===== src/rtl/key_schedule_iter.sv =====
// Iterative AES key expansion for AES-128/192/256: one schedule word per cycle,
// round keys delivered as 128-bit words over a valid/ready stream.

module roundsbox (
  input  logic [7:0] b,
  output logic [7:0] c
);
  // Multiplicative inverse as b^254 in GF(2^8), followed by the AES affine map
  function automatic logic [7:0] gmul(input logic [7:0] x, input logic [7:0] y);
    logic [7:0] p;
    logic [7:0] a;
    p = 8'h00;
    a = x;
    for (int k = 0; k < 8; k++) begin
      if (y[k]) p = p ^ a;
      a = {a[6:0], 1'b0} ^ (a[7] ? 8'h1b : 8'h00);
    end
    return p;
  endfunction

  logic [7:0] x2, x3, x6, x12, x15, x30, x60, x120, x240, x252, inv;

  assign x2   = gmul(b, b);
  assign x3   = gmul(x2, b);
  assign x6   = gmul(x3, x3);
  assign x12  = gmul(x6, x6);
  assign x15  = gmul(x12, x3);
  assign x30  = gmul(x15, x15);
  assign x60  = gmul(x30, x30);
  assign x120 = gmul(x60, x60);
  assign x240 = gmul(x120, x120);
  assign x252 = gmul(x240, x12);
  assign inv  = gmul(x252, x2);

  assign c = inv ^ {inv[6:0], inv[7]} ^ {inv[5:0], inv[7:6]} ^
             {inv[4:0], inv[7:5]} ^ {inv[3:0], inv[7:4]} ^ 8'h63;
endmodule

module key_schedule_iter #(
  parameter int NK = 4
) (
  input  logic         clk,
  input  logic         rst,
  input  logic         start,
  input  logic [255:0] key_in,
  output logic         busy,
  output logic         rk_valid,
  input  logic         rk_ready,
  output logic [3:0]   rk_index,
  output logic [127:0] rk_data,
  output logic         done
);
  localparam int NR = NK + 6;
  localparam int NW = 4 * (NR + 1);
  localparam logic [5:0] LAST_W   = 6'(NW - 1);
  localparam logic [5:0] NK_W     = 6'(NK);
  localparam logic [2:0] LAST_MOD = 3'(NK - 1);
  localparam logic [3:0] LAST_RK  = 4'(NR);

  generate
    if (!(NK == 4 || NK == 6 || NK == 8)) begin : g_bad_nk
      $error("key_schedule_iter: NK must be 4, 6 or 8");
    end
  endgenerate

  typedef enum logic [1:0] {S_IDLE, S_RUN, S_DRAIN} state_t;

  function automatic logic [7:0] xtime(input logic [7:0] v);
    return {v[6:0], 1'b0} ^ (v[7] ? 8'h1b : 8'h00);
  endfunction

  state_t      state;
  logic [5:0]  cnt;
  logic [2:0]  modc;
  logic [7:0]  rcon;
  logic [31:0] win [NK];
  logic [95:0] acc;
  logic [31:0] last_w, sb_in, sb_out, t, nw;
  logic        group_end, stall, produce;
  logic        unused_key;

  assign unused_key = ^key_in;

  // Window is oldest-first: win[0] = w[i-NK], win[NK-1] = w[i-1]
  assign last_w = win[NK-1];
  assign sb_in  = (modc == 3'd0) ? {last_w[23:0], last_w[31:24]} : last_w;

  for (genvar g = 0; g < 4; g++) begin : g_sbox
    roundsbox u_sbox (.b(sb_in[8*g +: 8]), .c(sb_out[8*g +: 8]));
  end

  always_comb begin
    t = last_w;
    if (modc == 3'd0)                  t = sb_out ^ {rcon, 24'h0};
    else if (NK == 8 && modc == 3'd4)  t = sb_out;
    // The window is preloaded with the key, so the first NK words rotate straight through
    nw = (cnt < NK_W) ? win[0] : (win[0] ^ t);
  end

  assign group_end = (cnt[1:0] == 2'b11);
  assign stall     = group_end && rk_valid && !rk_ready;
  assign produce   = (state == S_RUN) && !stall;

  always_ff @(posedge clk or posedge rst) begin
    if (rst) begin
      state    <= S_IDLE;
      cnt      <= '0;
      modc     <= '0;
      rcon     <= '0;
      acc      <= '0;
      busy     <= 1'b0;
      rk_valid <= 1'b0;
      rk_index <= '0;
      rk_data  <= '0;
      done     <= 1'b0;
      for (int j = 0; j < NK; j++) win[j] <= '0;
    end else begin
      done <= 1'b0;
      if (rk_valid && rk_ready) rk_valid <= 1'b0;
      case (state)
        S_IDLE: begin
          if (start) begin
            state <= S_RUN;
            busy  <= 1'b1;
            cnt   <= '0;
            modc  <= '0;
            rcon  <= 8'h01;
            for (int j = 0; j < NK; j++) win[j] <= key_in[255 - 32*j -: 32];
          end
        end
        S_RUN: begin
          if (produce) begin
            for (int j = 0; j < NK - 1; j++) win[j] <= win[j+1];
            win[NK-1] <= nw;
            cnt  <= cnt + 6'd1;
            modc <= (modc == LAST_MOD) ? 3'd0 : modc + 3'd1;
            if (cnt >= NK_W && modc == 3'd0) rcon <= xtime(rcon);
            if (group_end) begin
              rk_data  <= {acc, nw};
              rk_index <= cnt[5:2];
              rk_valid <= 1'b1;
            end else begin
              acc <= {acc[63:0], nw};
            end
            if (cnt == LAST_W) begin
              state <= S_DRAIN;
              cnt   <= '0;
              modc  <= '0;
            end
          end
        end
        S_DRAIN: begin
          if (rk_valid && rk_ready && rk_index == LAST_RK) begin
            state <= S_IDLE;
            busy  <= 1'b0;
            done  <= 1'b1;
          end
        end
        default: state <= S_IDLE;
      endcase
    end
  end
endmodule


===== config.mk =====
export PLATFORM = sky130hd
export DESIGN_NAME = key_schedule_iter
export DESIGN_NICKNAME = d
export VERILOG_FILES = /design/src/rtl/key_schedule_iter.sv
export SDC_FILE = /design/constraint.sdc
export NUM_CORES = 2
export LEC_CHECK = 0
export CORE_MARGIN = 2
export CORE_UTILIZATION = 40
export CTS_CLUSTER_DIAMETER = 60
export DETAILED_ROUTE_END_ITERATION = 10
export PLACE_DENSITY = 0.58
export SYNTH_ARGS = -nofsm -noshare
export SYNTH_HDL_FRONTEND = slang
export SYNTH_SLANG_ARGS = --single-unit

===== constraint.sdc =====
create_clock -name clk -period 62.3 [get_ports clk]
set_clock_uncertainty 0.2 [all_clocks]
set_input_delay 12.46 -clock clk [delete_from_list [all_inputs] [get_ports clk]]
set_output_delay 12.46 -clock clk [all_outputs]
set_load 0.1 [all_outputs]

==> metrics.cfg <==
[outcome]
status=complete, no violations

[routing]
routedWlPerCell_um=19.46
firstDrtPassIters=6
ant_nets=0
avgViaCountPerCell=5.595
routed_wirelength_um=198600
drt_iter0_drc=5484
drc=0
vias=57100

[global_route]
grt_max_degree=211
grt_remaining_overflow=0
antenna_found_initial=4
grt_first_pass_wirelength_um=312100
grt_pass1_vias=53850
grt_use_total_pct=22.65

[sta]
worst_pin_slew_ps=1192
max_slew_margin_pct=19.94
worst_slack_ps=34840
setup_viol=0
hold_viol_final=0
max_freq_ghz=0.03641
fin_tns_setup_ps=0
maxSlewViolCount=0
finalCritPeriodShare_pct=44.08
post-route-min-period_ps=27460
rsz0062_at_grt=no

[clocking]
clockRootBuffer=clkbuf_16
cts_made_buffers=39
cts_tree=built
cts.reportedPaths.clkPinSlew_ps=60
cts_sinks=378
cts_hold_repair.buffers=0
post_cts_buffers=0
clock_latency_ps=560
htreeDepth=2
clockBufferDepth=3
ctsResizeCount=0

[die]
dieArea_mm2=0.1675
die_w_um=409.3
start_util_pct=40.32
row_count=148
io_pins=395
fp.dieH_um=409.3
design.core.area_mm2=0.1630

[yosys]
syn_area_per_cell_um2=8.162
synthCells=8050
synthXorXnorAreaFrac_pct=39.61
synth_edf_count=0
synth_compound_area_share_pct=14.54
syn-cell-area_mm2=0.06571
syn_nets=8342
yosysSeqAreaShare_pct=14.40
yosysWarningCount=0
synth_top_family_by_area=XOR/XNOR gates
async_reset_ff_share_pct=100.0
synthMuxAreaShare_pct=5.332
synthAdderAreaFrac_pct=0.6551
ys_ff_latch=378
synth-main-ff-cell=dfrtp_1
synth-simple-area-share_pct=20.48
yosysUniqueCellTypes=144

[finish]
post-route-util_pct=43.78
final_cell_mix=1361 x nand2_1, 1155 x xnor2_1, 948 x nor2_1, 377 x dfrtp_1, 372 x xor2_1
layout-drive-gt1-share_pct=8.570
finalNonFillerCells=10210
layout_commonest_cell=nand2_1
area_delta_synth_final_pct=8.565
nets=8292

[place]
dpl_worst_slack_ps=35260
dp_hpwl_um=143700
place_inst=10130
place_congestion=0.8807
numPortBuffers=266

[setup_path]
crit_fanout=59
cp-end-kind=register
crit_required_ps=62540
reg2reg_slack_ps=34840
cp_slowest_cell=xnor3_1
critPathKind=register to register
worstPathArrival_ps=27700
cp-start-kind=register
max_stage_delay_ps=1000

[flow_run]
maxCapViolCount=0

[worst_hold_path]
hold_path.class=register to register

==> path summary, 6_finish.rpt <==
| check | startpoint | end | depth (start not counted) |
|---|---|---|---|
| worst min register to register | acc[71] | rk_data[103] | 2 |
| max in group asynchronous | rst | win[44] | 3 |
| worst min-delay path | acc[71] | rk_data[103] | 2 |
| worst max-delay path | modc[0] | last_w[26] | 71 |
| worst max register to register | modc[0] | last_w[26] | 71 |
| min in group asynchronous | rst | rk_data[1] | 2 |
==> state kept, by name (all words and copies together), names as in the netlist <==
name / count
acc: 96
busy: 1
cnt: 6
done: 1
last_w: 32
modc: 3
rcon: 8
rk_data: 128
rk_index: 4
rk_valid: 1
state: 2
win: 96
==> cell families (layout without fill, tap and decap cells) <==
| group | count (synthesis) | count (layout) |
|---|---|---|
| AOI/OAI and AO/OA | 1412 | 1412 |
| xor gates and xnor gates | 2126 | 2126 |
| adders and majority gates | 35 | 35 |
| buffers and inverters | 685 | 663 |
| DFF | 378 | 378 |
| muxes | 321 | 321 |
| other | 0 | 2 |
| and+or+nand+nor | 3093 | 3093 |
==> worst max-delay path, delay by kind of cell (launching register included) <==
| family | cells | cell delay (ps) |
|---|---|---|
| AOI/OAI and AO/OA | 18 | 4590 |
| xor gates and xnor gates | 26 | 12160 |
| adders and majority gates | 5 | 2230 |
| buffers and inverters | 9 | 2940 |
| DFF | 1 | 390 |
| muxes | 4 | 1390 |
| and+or+nand+nor | 9 | 3250 |
==> layout make-up <==
type                    count  area [um2]
well taps                2175        2721
clock inverters            19       251.5
repair buffers            466        4189
clock buffers              50        1097
fillers                 16210       91620
diodes                      2       5.005
multi-input cells        6987       53120
flip-flops and latches    378        9460
inverters                 128       488.0
==> metrics by stage <==
step	cell area, um2	hold slack, ps
floorplan	65710	238.6
detailed placement	69980	252.1
global placement	69980	252.4
CTS	71330	268.2
finish	71330	267.2
global route	71330	286.7
==> layer usage <==
metal | vias to the layer above | track usage [%] | share of wire, %
met5 | - | 0 | 0.011
met4 | 4 | 4.577 | 2.0
met3 | 230 | 1.778 | 5.2
met2 | 1673 | 37.49 | 47
met1 | 27730 | 32.25 | 46
li1 | 27460 | - | -
==> cell usage after synthesis, types with 66 or more instances <==
cell type  count  share of area (%)
buf_2        160                1.2
a31oi_1      159                1.5
clkbuf_1     269                1.5
nand2_1     1362                7.8
nand3_1      175                1.3
xnor2_2      119                2.9
nor3_1       164                1.2
xor2_1       376                5.0
mux2i_1      237                3.6
o21ai_1      114               0.87
inv_1        106               0.61
nor2_1       950                5.4
xnor3_1      333                 11
dfrtp_1      378                 14
o21ai_0      211                1.6
a21oi_1      277                2.1
xnor2_1     1162                 15
o22ai_1       66               0.63
Power is not shown: default switching activity piles up to over one toggle a cycle in this logic, so the estimate is an artifact.
